`src/rtl/spi_reg_bank_pkg.sv`:
```
// spi_reg_bank_pkg: shared definitions for the SPI register bank.
//   Register offsets (addr[4:0]), CTRL/STATUS bit positions, BAUD reset
//   default and the bus FSM state type.
package spi_reg_bank_pkg;

  localparam logic [4:0] REG_CTRL   = 5'h00;
  localparam logic [4:0] REG_BAUD   = 5'h04;
  localparam logic [4:0] REG_STATUS = 5'h08;
  localparam logic [4:0] REG_TXDATA = 5'h0C;
  localparam logic [4:0] REG_RXDATA = 5'h10;

  localparam int unsigned CTRL_ENABLE    = 0;
  localparam int unsigned CTRL_CPOL      = 1;
  localparam int unsigned CTRL_CPHA      = 2;
  localparam int unsigned CTRL_LSB_FIRST = 3;
  localparam int unsigned CTRL_TX_IE     = 5;
  localparam int unsigned CTRL_RX_IE     = 6;
  localparam int unsigned CTRL_TX_CLR    = 8;
  localparam int unsigned CTRL_RX_CLR    = 9;

  localparam int unsigned STATUS_TX_EMPTY   = 0;
  localparam int unsigned STATUS_TX_FULL    = 1;
  localparam int unsigned STATUS_RX_EMPTY   = 2;
  localparam int unsigned STATUS_RX_FULL    = 3;
  localparam int unsigned STATUS_RX_OVERRUN = 4;

  localparam logic [15:0] BAUD_RESET_DEFAULT = 16'h0004;

  typedef enum logic {
    BUS_IDLE,
    BUS_DONE
  } bus_state_e;

endpackage

```
`src/rtl/spi_reg_bank_if.sv`:
```
// spi_reg_bank_if: select/ready register bus between the APB front-end
// (master) and the SPI register bank (slave).
//   bus_addr_in/bus_sel_in/bus_write_in/bus_wdata_in : master -> slave
//   bus_rdata_out/bus_ready_out/bus_error_out         : slave -> master
interface spi_reg_bank_if #(
  parameter int unsigned ADDR_WIDTH = 32,
  parameter int unsigned DATA_WIDTH = 32
);

  logic [ADDR_WIDTH-1:0] bus_addr_in;
  logic                  bus_sel_in;
  logic                  bus_write_in;
  logic [DATA_WIDTH-1:0] bus_wdata_in;
  logic [DATA_WIDTH-1:0] bus_rdata_out;
  logic                  bus_ready_out;
  logic                  bus_error_out;

  modport master (
    output bus_addr_in, bus_sel_in, bus_write_in, bus_wdata_in,
    input  bus_rdata_out, bus_ready_out, bus_error_out
  );

  modport slave (
    input  bus_addr_in, bus_sel_in, bus_write_in, bus_wdata_in,
    output bus_rdata_out, bus_ready_out, bus_error_out
  );

endinterface

```
`src/rtl/spi_sync_fifo.sv`:
```
// spi_sync_fifo: 8-bit synchronous FIFO used for the SPI TX and RX paths.
//   apb_clk_in, apb_rstn_in : clock, async active-low reset
//   push/push_data          : write request (refused when full)
//   pop                     : read request (ignored when empty)
//   clr                     : empties the FIFO, overrides push/pop
//   head                    : entry at the read pointer
//   full/empty/count        : occupancy, all from the current count
module spi_sync_fifo #(
  parameter int unsigned FIFO_DEPTH = 4,
  localparam int unsigned PW = $clog2(FIFO_DEPTH),
  localparam int unsigned CW = PW + 1
) (
  input  logic          apb_clk_in,
  input  logic          apb_rstn_in,
  input  logic          push,
  input  logic [7:0]    push_data,
  input  logic          pop,
  input  logic          clr,
  output logic [7:0]    head,
  output logic          full,
  output logic          empty,
  output logic [CW-1:0] count
);

  localparam logic [CW-1:0] FULL_COUNT = CW'(FIFO_DEPTH);

  logic [7:0]    mem [FIFO_DEPTH];
  logic [PW-1:0] wr_ptr;
  logic [PW-1:0] rd_ptr;
  logic          do_push;
  logic          do_pop;

  assign full    = (count == FULL_COUNT);
  assign empty   = (count == '0);
  // A full FIFO refuses a push even if a pop happens in the same cycle.
  assign do_push = push && !full;
  assign do_pop  = pop && !empty;
  assign head    = mem[rd_ptr];

  always_ff @(posedge apb_clk_in or negedge apb_rstn_in) begin
    if (!apb_rstn_in) begin
      wr_ptr <= '0;
      rd_ptr <= '0;
      count  <= '0;
    end else if (clr) begin
      wr_ptr <= '0;
      rd_ptr <= '0;
      count  <= '0;
    end else begin
      if (do_push) wr_ptr <= wr_ptr + 1'b1;
      if (do_pop)  rd_ptr <= rd_ptr + 1'b1;
      case ({do_push, do_pop})
        2'b10:   count <= count + 1'b1;
        2'b01:   count <= count - 1'b1;
        default: count <= count;
      endcase
    end
  end

  // Storage carries no reset; contents are only observed when non-empty.
  always_ff @(posedge apb_clk_in) begin
    if (do_push && !clr) mem[wr_ptr] <= push_data;
  end

endmodule

```
`src/rtl/spi_reg_bank.sv`:
```
// spi_reg_bank: SPI configuration registers, TX/RX byte FIFOs, sticky
// status and level interrupt behind a one-access-per-select register bus.
//   apb_clk_in, apb_rstn_in      : clock, async active-low reset
//   bus (spi_reg_bank_if.slave)  : select/ready bus; ready/error/rdata one
//                                  cycle after select, for one cycle
//   tx_data_out/tx_valid_out     : TX FIFO head to shift engine
//   tx_ready_in                  : engine pop strobe
//   rx_data_in/rx_valid_in       : received byte push strobe
//   cfg_*_out                    : CTRL and BAUD fields
//   irq_out                      : level interrupt
module spi_reg_bank
  import spi_reg_bank_pkg::*;
#(
  parameter int unsigned DATA_WIDTH = 32,
  parameter int unsigned ADDR_WIDTH = 32,
  parameter int unsigned FIFO_DEPTH = 4,
  parameter logic [15:0] BAUD_RESET = BAUD_RESET_DEFAULT
) (
  input  logic              apb_clk_in,
  input  logic              apb_rstn_in,
  spi_reg_bank_if.slave     bus,
  output logic [7:0]        tx_data_out,
  output logic              tx_valid_out,
  input  logic              tx_ready_in,
  input  logic [7:0]        rx_data_in,
  input  logic              rx_valid_in,
  output logic              cfg_enable_out,
  output logic              cfg_cpol_out,
  output logic              cfg_cpha_out,
  output logic              cfg_lsb_first_out,
  output logic [15:0]       cfg_baud_div_out,
  output logic              irq_out
);

  localparam int unsigned CW = $clog2(FIFO_DEPTH) + 1;

  logic [ADDR_WIDTH-1:0] addr;
  logic [DATA_WIDTH-1:0] wdata;
  logic [4:0]            off;

  bus_state_e            state;
  logic                  ready_q;
  logic                  error_q;
  logic [DATA_WIDTH-1:0] rdata_q;

  logic                  tx_ie_q;
  logic                  rx_ie_q;
  logic                  rx_overrun_q;

  logic                  access;
  logic                  acc_err;
  logic [DATA_WIDTH-1:0] acc_rdata;
  logic                  wr_ctrl;
  logic                  wr_baud;
  logic                  w1c_ovr;
  logic                  tx_push;
  logic                  rx_pop;
  logic                  tx_pop;
  logic                  tx_clr;
  logic                  rx_clr;

  logic [7:0]            tx_head;
  logic [7:0]            rx_head;
  logic                  tx_full, tx_empty, rx_full, rx_empty;
  logic [CW-1:0]         unused_tx_count;
  logic [CW-1:0]         unused_rx_count;
  logic                  unused_bits;

  logic [6:0]            ctrl_rd;
  logic [4:0]            status_rd;

  assign addr        = bus.bus_addr_in;
  assign wdata       = bus.bus_wdata_in;
  assign off         = addr[4:0];
  assign unused_bits = ^{addr[ADDR_WIDTH-1:5], wdata[DATA_WIDTH-1:16]};

  assign bus.bus_ready_out = ready_q;
  assign bus.bus_error_out = error_q;
  assign bus.bus_rdata_out = rdata_q;

  assign ctrl_rd   = {rx_ie_q, tx_ie_q, 1'b0, cfg_lsb_first_out,
                      cfg_cpha_out, cfg_cpol_out, cfg_enable_out};
  assign status_rd = {rx_overrun_q, rx_full, rx_empty, tx_full, tx_empty};

  assign access = (state == BUS_IDLE) && bus.bus_sel_in;
  assign tx_pop = tx_valid_out && tx_ready_in;
  assign tx_clr = wr_ctrl && wdata[CTRL_TX_CLR];
  assign rx_clr = wr_ctrl && wdata[CTRL_RX_CLR];

  // Decode: every side effect is gated by access, so an erroring access
  // has none.
  always_comb begin
    acc_err   = 1'b0;
    acc_rdata = '0;
    wr_ctrl   = 1'b0;
    wr_baud   = 1'b0;
    w1c_ovr   = 1'b0;
    tx_push   = 1'b0;
    rx_pop    = 1'b0;
    if (access) begin
      if (off[1:0] != 2'b00) begin
        acc_err = 1'b1;
      end else begin
        case (off)
          REG_CTRL: begin
            if (bus.bus_write_in) wr_ctrl = 1'b1;
            else                  acc_rdata[6:0] = ctrl_rd;
          end
          REG_BAUD: begin
            if (bus.bus_write_in) wr_baud = 1'b1;
            else                  acc_rdata[15:0] = cfg_baud_div_out;
          end
          REG_STATUS: begin
            if (bus.bus_write_in) w1c_ovr = wdata[STATUS_RX_OVERRUN];
            else                  acc_rdata[4:0] = status_rd;
          end
          REG_TXDATA: begin
            if (!bus.bus_write_in || tx_full) acc_err = 1'b1;
            else                              tx_push = 1'b1;
          end
          REG_RXDATA: begin
            if (bus.bus_write_in || rx_empty) begin
              acc_err = 1'b1;
            end else begin
              rx_pop          = 1'b1;
              acc_rdata[7:0]  = rx_head;
            end
          end
          default: acc_err = 1'b1;
        endcase
      end
    end
  end

  always_ff @(posedge apb_clk_in or negedge apb_rstn_in) begin
    if (!apb_rstn_in) begin
      state             <= BUS_IDLE;
      ready_q           <= 1'b0;
      error_q           <= 1'b0;
      rdata_q           <= '0;
      cfg_enable_out    <= 1'b0;
      cfg_cpol_out      <= 1'b0;
      cfg_cpha_out      <= 1'b0;
      cfg_lsb_first_out <= 1'b0;
      tx_ie_q           <= 1'b0;
      rx_ie_q           <= 1'b0;
      cfg_baud_div_out  <= BAUD_RESET;
      rx_overrun_q      <= 1'b0;
    end else begin
      // A same-cycle overrun wins over the write-1-to-clear.
      rx_overrun_q <= (rx_overrun_q && !w1c_ovr) || (rx_valid_in && rx_full);
      case (state)
        BUS_IDLE: begin
          if (bus.bus_sel_in) begin
            ready_q <= 1'b1;
            error_q <= acc_err;
            rdata_q <= acc_rdata;
            state   <= BUS_DONE;
            if (wr_ctrl) begin
              cfg_enable_out    <= wdata[CTRL_ENABLE];
              cfg_cpol_out      <= wdata[CTRL_CPOL];
              cfg_cpha_out      <= wdata[CTRL_CPHA];
              cfg_lsb_first_out <= wdata[CTRL_LSB_FIRST];
              tx_ie_q           <= wdata[CTRL_TX_IE];
              rx_ie_q           <= wdata[CTRL_RX_IE];
            end
            if (wr_baud) cfg_baud_div_out <= wdata[15:0];
          end
        end
        BUS_DONE: begin
          ready_q <= 1'b0;
          error_q <= 1'b0;
          rdata_q <= '0;
          if (!bus.bus_sel_in) state <= BUS_IDLE;
        end
        default: state <= BUS_IDLE;
      endcase
    end
  end

  spi_sync_fifo #(.FIFO_DEPTH(FIFO_DEPTH)) u_tx_fifo (
    .apb_clk_in  (apb_clk_in),
    .apb_rstn_in (apb_rstn_in),
    .push        (tx_push),
    .push_data   (wdata[7:0]),
    .pop         (tx_pop),
    .clr         (tx_clr),
    .head        (tx_head),
    .full        (tx_full),
    .empty       (tx_empty),
    .count       (unused_tx_count)
  );

  spi_sync_fifo #(.FIFO_DEPTH(FIFO_DEPTH)) u_rx_fifo (
    .apb_clk_in  (apb_clk_in),
    .apb_rstn_in (apb_rstn_in),
    .push        (rx_valid_in),
    .push_data   (rx_data_in),
    .pop         (rx_pop),
    .clr         (rx_clr),
    .head        (rx_head),
    .full        (rx_full),
    .empty       (rx_empty),
    .count       (unused_rx_count)
  );

  assign tx_valid_out = !tx_empty;
  assign tx_data_out  = tx_empty ? '0 : tx_head;
  assign irq_out      = (tx_ie_q && tx_empty) || (rx_ie_q && !rx_empty) ||
                        rx_overrun_q;

endmodule

```
`src/flat_wrapper.sv`:
```
// flat-port wrapper written by rule: the top's interface ports become plain ports
module spi_reg_bank_flat import spi_reg_bank_pkg::*;
#(
  parameter int unsigned DATA_WIDTH = 32,
  parameter int unsigned ADDR_WIDTH = 32,
  parameter int unsigned FIFO_DEPTH = 4,
  parameter logic [15:0] BAUD_RESET = BAUD_RESET_DEFAULT
)
  (apb_clk_in, apb_rstn_in, tx_data_out, tx_valid_out, tx_ready_in, rx_data_in, rx_valid_in, cfg_enable_out, cfg_cpol_out, cfg_cpha_out, cfg_lsb_first_out, cfg_baud_div_out, irq_out, bus_bus_addr_in, bus_bus_sel_in, bus_bus_write_in, bus_bus_wdata_in, bus_bus_rdata_out, bus_bus_ready_out, bus_bus_error_out);
  spi_reg_bank_if #(.ADDR_WIDTH(ADDR_WIDTH), .DATA_WIDTH(DATA_WIDTH)) bus_i ();
  input  logic apb_clk_in;
  input  logic apb_rstn_in;
  output logic [7:0] tx_data_out;
  output logic tx_valid_out;
  input  logic tx_ready_in;
  input  logic [7:0] rx_data_in;
  input  logic rx_valid_in;
  output logic cfg_enable_out;
  output logic cfg_cpol_out;
  output logic cfg_cpha_out;
  output logic cfg_lsb_first_out;
  output logic [15:0] cfg_baud_div_out;
  output logic irq_out;
  input wire logic [$bits(bus_i.bus_addr_in)-1:0] bus_bus_addr_in;
  input wire logic [$bits(bus_i.bus_sel_in)-1:0] bus_bus_sel_in;
  input wire logic [$bits(bus_i.bus_write_in)-1:0] bus_bus_write_in;
  input wire logic [$bits(bus_i.bus_wdata_in)-1:0] bus_bus_wdata_in;
  output wire logic [$bits(bus_i.bus_rdata_out)-1:0] bus_bus_rdata_out;
  output wire logic [$bits(bus_i.bus_ready_out)-1:0] bus_bus_ready_out;
  output wire logic [$bits(bus_i.bus_error_out)-1:0] bus_bus_error_out;
  assign bus_i.bus_addr_in = bus_bus_addr_in;
  assign bus_i.bus_sel_in = bus_bus_sel_in;
  assign bus_i.bus_write_in = bus_bus_write_in;
  assign bus_i.bus_wdata_in = bus_bus_wdata_in;
  assign bus_bus_rdata_out = bus_i.bus_rdata_out;
  assign bus_bus_ready_out = bus_i.bus_ready_out;
  assign bus_bus_error_out = bus_i.bus_error_out;
  spi_reg_bank #(.DATA_WIDTH(DATA_WIDTH), .ADDR_WIDTH(ADDR_WIDTH), .FIFO_DEPTH(FIFO_DEPTH), .BAUD_RESET(BAUD_RESET)) u_core (.apb_clk_in(apb_clk_in), .apb_rstn_in(apb_rstn_in), .bus(bus_i), .tx_data_out(tx_data_out), .tx_valid_out(tx_valid_out), .tx_ready_in(tx_ready_in), .rx_data_in(rx_data_in), .rx_valid_in(rx_valid_in), .cfg_enable_out(cfg_enable_out), .cfg_cpol_out(cfg_cpol_out), .cfg_cpha_out(cfg_cpha_out), .cfg_lsb_first_out(cfg_lsb_first_out), .cfg_baud_div_out(cfg_baud_div_out), .irq_out(irq_out));
endmodule
```
`config.mk`:
```
export PLATFORM = sky130hd
export DESIGN_NAME = spi_reg_bank_flat
export DESIGN_NICKNAME = d
export VERILOG_FILES = /design/src/rtl/spi_reg_bank_pkg.sv /design/src/rtl/spi_reg_bank_if.sv /design/src/rtl/spi_sync_fifo.sv /design/src/rtl/spi_reg_bank.sv /design/src/flat_wrapper.sv
export SDC_FILE = /design/constraint.sdc
export NUM_CORES = 1
export LEC_CHECK = 0
export CORE_MARGIN = 2
export CORE_UTILIZATION = 44
export DETAILED_ROUTE_END_ITERATION = 8
export GPL_TIMING_DRIVEN = 0
export PLACE_DENSITY = 0.82
export SLEW_MARGIN = 15
export SYNTH_ARGS = -nofsm -noshare
export SYNTH_HDL_FRONTEND = slang
export SYNTH_SLANG_ARGS = --single-unit
```
`constraint.sdc`:
```
create_clock -name apb_clk_in -period 2.15 [get_ports apb_clk_in]
set_input_delay 0.43 -clock apb_clk_in [delete_from_list [all_inputs] [get_ports apb_clk_in]]
set_output_delay 0.43 -clock apb_clk_in [all_outputs]
set_load 0.05 [all_outputs]
```
==> results.py, run 1 <==
metrics = {
    "sta": {
        "timing.fmax_ghz": 0.450,
        "finalCritPeriodShare": 1.03,
        "rsz0062_at_grt": "true",
        "tightestPinTransition_ns": 0.713,
        "worst_slack_ns": -0.0732,
        "relSlewSlack": 0.525,
        "skew_ns": 0.0163,
        "fin_setup_tns_ns": -0.256,
        "setup_viol": 10,
        "hold_viol": 0,
        "slew_viol_final": 0,
        "fin_crit_ns": 2.22,
    },
    "critical_path": {
        "cp.depth": 7,
        "reg2reg_depth": 7,
        "crit_buf_inv": 0,
        "slowest_delay_ns": 0.43,
        "path_cells": "or3_4, and2_4, ha_4, fa_2, xnor2_1, or3_1, a21oi_2",
        "critPathRequiredTime_ns": 2.48,
        "cp-startpoint": "u_core.u_tx_fifo.count[1]$_DFFE_PN0P_",
        "slowest_stage": "dfrtp_2",
        "reg2reg_from": "u_core.u_tx_fifo.count[1]$_DFFE_PN0P_",
        "critPathTopFamily": "simple AND/OR/NAND/NOR gates",
        "cp_max_fo": 4,
        "worst_setup_path_end_kind": "flip-flop",
        "crit_path_start_kind": "flip-flop",
        "criticalPathCategory": "flip-flop to flip-flop",
        "critPathArrivalTime_ns": 2.55,
    },
    "placed_design": {
        "pre_cts_ws_ns": -0.811,
        "dp_hpwl_um": 8060,
        "routabilityCongestion": 0.799,
        "io_buffers": 81,
    },
    "die": {
        "ios": 142,
        "core_um2": 11500,
        "die_h_um": 113,
        "num_rows": 39,
        "die_area_um2": 12800,
        "die_w_um": 113,
        "initial_core_util": 0.455,
    },
    "detailed_routing": {
        "drc": 10,
        "dr.first_iter.drc_count": 124,
        "vias_per_cell": 5.31,
        "vias": 3343,
        "postRouteAntennaNets": 0,
        "first_pass_iters": 6,
        "routed_wl_um": 12100,
        "wire_per_inst_um": 19.3,
    },
    "layout": {
        "final_nets": 564,
        "area.growth.synth_to_final_pct": 38.7,
        "nFillCells": 812,
        "num_antenna_cells": 0,
        "mostFrequentLayoutCell": "edfxtp_1",
        "final_util": 0.631,
        "drive_gt1_frac": 0.324,
        "final_cell_mix": "64 x edfxtp_1, 63 x clkdlybuf4s50_1, 50 x dfrtp_1",
    },
    "clock_network": {
        "cts.sinks": 120,
        "cts_hold_buf": 0,
        "numCtsBuffers": 17,
        "path_clk_slew_ns": 0.06,
        "cts_buffer_depth": 2,
        "cts_tree": "yes",
        "clk_latency_ns": 0.41,
        "cts_root_buf": "clkbuf_16",
        "htree_levels": 4,
    },
    "synth": {
        "synth_ff_type": "edfxtp_1",
        "synth_area_um2": 5240,
        "synthArstFlopShare": 0.467,
        "synth_edf_count": 64,
        "syn-instance-count": 340,
        "synth-seq-cells": 120,
        "syn_area_per_cell_um2": 15.4,
        "ys_warn_count": 0,
        "synth_cell_type_count": 46,
        "yosysSeqAreaShare": 0.634,
    },
    "hold_path": {
        "min_path_type": "input pin to asynchronous set/reset pin",
    },
    "run_status": {
        "status": "complete, but fails checks",
        "violations": "design-rule violations, negative setup slack",
    },
    "global_routing": {
        "grt_pass1_vias": 3525,
        "overflow": 0,
        "grtUsageTotal": 0.196,
        "grt_max_degree": 57,
        "antenna_found_initial": 0,
        "grt_pass1_wl_um": 19000,
    },
    "power_and_ir_drop": {
        "vdd_drop_max_mv": 0.684,
        "power.density_nw_per_um2": 1160,
        "leakage_nw": 3.03,
    },
    "flow_run": {
        "cap_viol_max_count": 0,
    },
}
## registers in the layout (all words and copies together), names as in the netlist, 3 cells and up
register / count
u_core.u_rx_fifo.mem: 32
u_core.u_tx_fifo.mem: 32
u_core.bus.bus_rdata_out: 16
u_core.cfg_baud_div_out: 16
u_core.u_rx_fifo.count: 3
u_core.u_tx_fifo.count: 3
## stage by stage
step | total power, W | hold slack [ns] | cell area [um^2] | std cells
final | 0.00846 | 0.0672 | 7270 | 630
after global routing | 0.00880 | 0.135 | 7270 | 630
after CTS | 0.00843 | 0.0961 | 7190 | 623
after detailed placement | 0.00509 | 0.496 | 6350 | 579
after global placement | 0.00500 | 0.487 | 6350 | 579
after floorplan | 0.00442 | 0.134 | 5360 | 355
## kinds of logic after synthesis
| group | after synthesis | synth area share |
|---|---|---|
| buf+inv | 43 | 0.0473 |
| xor+xnor | 8 | 0.0134 |
| other cells | 1 | 0.000716 |
| flops | 120 | 0.634 |
| fa+ha+maj | 12 | 0.0315 |
| simple gates | 70 | 0.0843 |
| mux | 47 | 0.133 |
| compound gates | 39 | 0.0549 |
## worst paths after layout
check | slack (ns) | endpoint
setup / recovery | -0.07 | u_core.u_tx_fifo.count[2]$_DFFE_PN0P_
hold / removal | 0.07 | u_core.bus.bus_rdata_out[15]$_DFFE_PN0P_
setup reg to reg | -0.07 | u_core.u_tx_fifo.count[2]$_DFFE_PN0P_
hold reg to reg | 0.51 | u_core.bus.bus_rdata_out[9]$_DFFE_PN0P_
max in group asynchronous | 1.55 | u_core.state$_DFF_PN0_
min in group apb_clk_in | 0.44 | u_core.state$_DFF_PN0_
## timing repair
item / in CTS / in global routing
setup buffers: 13 / 7
pin swaps: 13 / 6
setup endpoints to repair: 15 / 13
gates cloned: 1 / 0
gates resized for setup: 112 / 13
## final cells by class
| class | count | area [um^2] | area share |
|---|---|---|---|
| buffer | 29 | 235 | 0.0324 |
| clock buffer | 18 | 439 | 0.0604 |
| clock inverter | 14 | 161 | 0.0222 |
| inverter | 12 | 50.0 | 0.00689 |
| multi-input combinational | 192 | 1860 | 0.256 |
| sequential | 120 | 3330 | 0.458 |
| tap | 143 | 179 | 0.0246 |
| timing repair buffer | 102 | 1010 | 0.139 |
## cells in the mapped netlist, types with 8 or more instances
master / number / area, um^2
and2_1: 18 / 113
mux4_2: 16 / 360
buf_4: 18 / 135
dfrtp_1: 55 / 1380
mux2_1: 10 / 113
inv_1: 11 / 41.3
nor2_1: 15 / 56.3
and3_1: 9 / 56.3
a22o_1: 11 / 96.3
mux2i_1: 8 / 80.1
mux2_2: 13 / 146
edfxtp_1: 64 / 1920
ha_1: 10 / 125
## power by group
group	switching, W	internal, W	total [W]
logic	0.00139	0.00129	0.00268
clock network	0.00109	0.00176	0.00285
registers	0.000203	0.00272	0.00293
total	0.00268	0.00578	0.00846
## per-layer routing
layer	track usage	wire length, um	vias up
met3	0.0493	744	10
met2	0.344	6370	130
met4	0.0593	127	0
met5	0	0	-
met1	0.241	4880	1688
li1	-	-	1515
(Power assumes the default switching activity.)
==> run 2: changes to the inputs <==
- CORE_UTILIZATION: 44 -> 48
- PLACE_DENSITY: 0.82 -> 0.85
- clock period: 2.15 -> 2.27 ns (I/O delays scaled with it)
==> results.py, run 2 (same netlist as run 1, synthesis figures left out) <==
metrics = {
    "placed_design": {
        "routabilityCongestion": 0.773,
        "placed_area_um2": 6310,
        "dp_hpwl_um": 7780,
        "io_buffers": 81,
    },
    "sta": {
        "finalCritPeriodShare": 1.03,
        "setup_viol": 9,
        "hold_viol": 3,
        "whs_ns": -0.00751,
        "fin_setup_tns_ns": -0.329,
        "skew_ns": 0.00632,
        "slew_viol_final": 0,
        "relSlewSlack": 0.532,
        "fin_crit_ns": 2.34,
        "worst_slack_ns": -0.0745,
        "rsz0062_at_grt": "true",
        "tightestPinTransition_ns": 0.702,
        "timing.fmax_ghz": 0.427,
    },
    "critical_path": {
        "worst_setup_path_end_kind": "primary output",
        "critPathArrivalTime_ns": 1.89,
        "cp_max_fo": 5,
        "criticalPathCategory": "flip-flop to primary output",
        "critPathRequiredTime_ns": 1.82,
        "cp-startpoint": "u_core.u_tx_fifo.rd_ptr[0]$_DFFE_PN0P_",
        "crit_path_start_kind": "flip-flop",
        "reg2reg_from": "u_core.u_tx_fifo.count[2]$_DFFE_PN0P_",
    },
    "detailed_routing": {
        "routed_wl_um": 11300,
        "first_pass_iters": 4,
        "postRouteAntennaNets": 0,
        "drc": 0,
        "wire_per_inst_um": 18.2,
        "vias_per_cell": 5.27,
        "dr.first_iter.drc_count": 192,
        "vias": 3249,
    },
    "clock_network": {
        "htree_levels": 4,
        "numCtsBuffers": 17,
        "path_clk_slew_ns": 0.05,
        "clk_latency_ns": 0.51,
        "cts_buffer_depth": 2,
        "cts.sinks": 120,
        "cts_tree": "yes",
        "cts_root_buf": "clkbuf_8",
    },
    "die": {
        "die_w_um": 108,
        "die_area_um2": 11800,
        "ios": 142,
        "core_um2": 10700,
        "initial_core_util": 0.488,
        "die_h_um": 108,
        "num_rows": 38,
    },
    "power_and_ir_drop": {
        "leakage_nw": 3.01,
        "vdd_drop_max_mv": 0.727,
        "power.density_nw_per_um2": 1110,
        "finalPower_w": 0.00792,
    },
    "global_routing": {
        "antenna_found_initial": 0,
        "overflow": 0,
        "grt_pass1_vias": 3282,
        "grt_pass1_wl_um": 17400,
        "grtUsageTotal": 0.205,
        "grt_max_degree": 57,
    },
    "run_status": {
        "violations": "negative hold slack, negative setup slack",
        "status": "complete, but fails checks",
    },
    "hold_path": {
        "min_path_type": "input pin to asynchronous set/reset pin",
    },
    "layout": {
        "reg.largest.list": "u_core.u_rx_fifo.mem (32), u_core.u_tx_fifo.mem (32)",
        "multi_input_area_um2": 1810,
        "finalInstanceArea_um2": 7130,
        "final_cell_mix": "64 x edfxtp_1, 62 x clkdlybuf4s50_1, 51 x dfrtp_1",
        "drive_gt1_frac": 0.289,
        "ff_latch_area_um2": 3330,
        "mostFrequentLayoutCell": "edfxtp_1",
        "final_nets": 554,
        "num_antenna_cells": 0,
        "area.growth.synth_to_final_pct": 36.2,
        "nFillCells": 749,
    },
    "flow_run": {
        "cap_viol_max_count": 0,
    },
}
[run 2: cell types whose count changed in the layout (fill, tap and decap cells not counted), sizes merged]
cell           change
buf               -10
inv                -5
bufinv             +2
dlygate4sd2        +2
clkbuf             +1
clkdlybuf4s15      -1
clkdlybuf4s50      -1
clkinv             +1
dlymetal6s2s       +1
[run 2: worst max-delay path, stage by stage, from the launching register on]
cell and delay, ns:
dfrtp_2 0.41, buf_8 0.14, mux4_2 0.53, and2_4 0.16, buf_6 0.14
[run 2: power breakdown]
part	leakage [nW]	switching, W	internal [W]
Sequential	1.31	0.000193	0.00258
Combinational	1.40	0.00127	0.00115
Clock	0.291	0.000917	0.00181
Total	3.01	0.00238	0.00554
[run 2: area by class of cell]
class	count	area share
flip-flops and latches	120	0.467
multi-input cells	192	0.254
repair buffers	92	0.132
clock buffers	20	0.0610
plain buffers	29	0.0307
clock inverters	12	0.0246
well taps	140	0.0246
inverters	12	0.00666
[run 2: final timing paths]
kind | endpoint | slack, ns | cells after the start
max reg2reg | u_core.u_tx_fifo.count[2]$_DFFE_PN0P_ | 0.04 | 9
max | tx_data_out[2] | -0.07 | 4
min reg2reg | u_core.bus.bus_ready_out$_DFFE_PN0P_ | 0.50 | 2
min in group apb_clk_in | u_core.state$_DFF_PN0_ | 0.34 | 1
max in group asynchronous | u_core.u_tx_fifo.count[0]$_DFFE_PN0P_ | 1.78 | 1
min | u_core.u_rx_fifo.count[0]$_DFFE_PN0P_ | -0.008 | 1
[run 2: per-stage QoR]
stage | worst slack (ns) | hold slack [ns] | instances | util
detailed placement | -0.724 | 0.487 | 576 | 0.587
finish | -0.0745 | -0.00751 | 617 | 0.664
global route | -0.124 | 0.0235 | 617 | 0.664
CTS | -0.141 | 0.00115 | 615 | 0.661
global placement | -0.914 | 0.481 | 576 | 0.587
floorplan | 0.00851 | 0.158 | 355 | -
[run 2: repair_timing]
action                                  CTS  global route
resized for setup                       106            10
hold buffers                              0             0
endpoints found under the setup margin   14            14
buffers inserted                          8             2
hold endpoints to repair                  0             0
gates cloned                              1             0
pin swaps                                 9             5
[run 2: routing by layer]
layer  up-vias  global-route usage  share of wire
li1       1497                   -              -
met1      1633               0.249           0.40
met2       108               0.350           0.53
met3        11              0.0669          0.064
met4         0              0.0604         0.0068
met5         -                   0              0
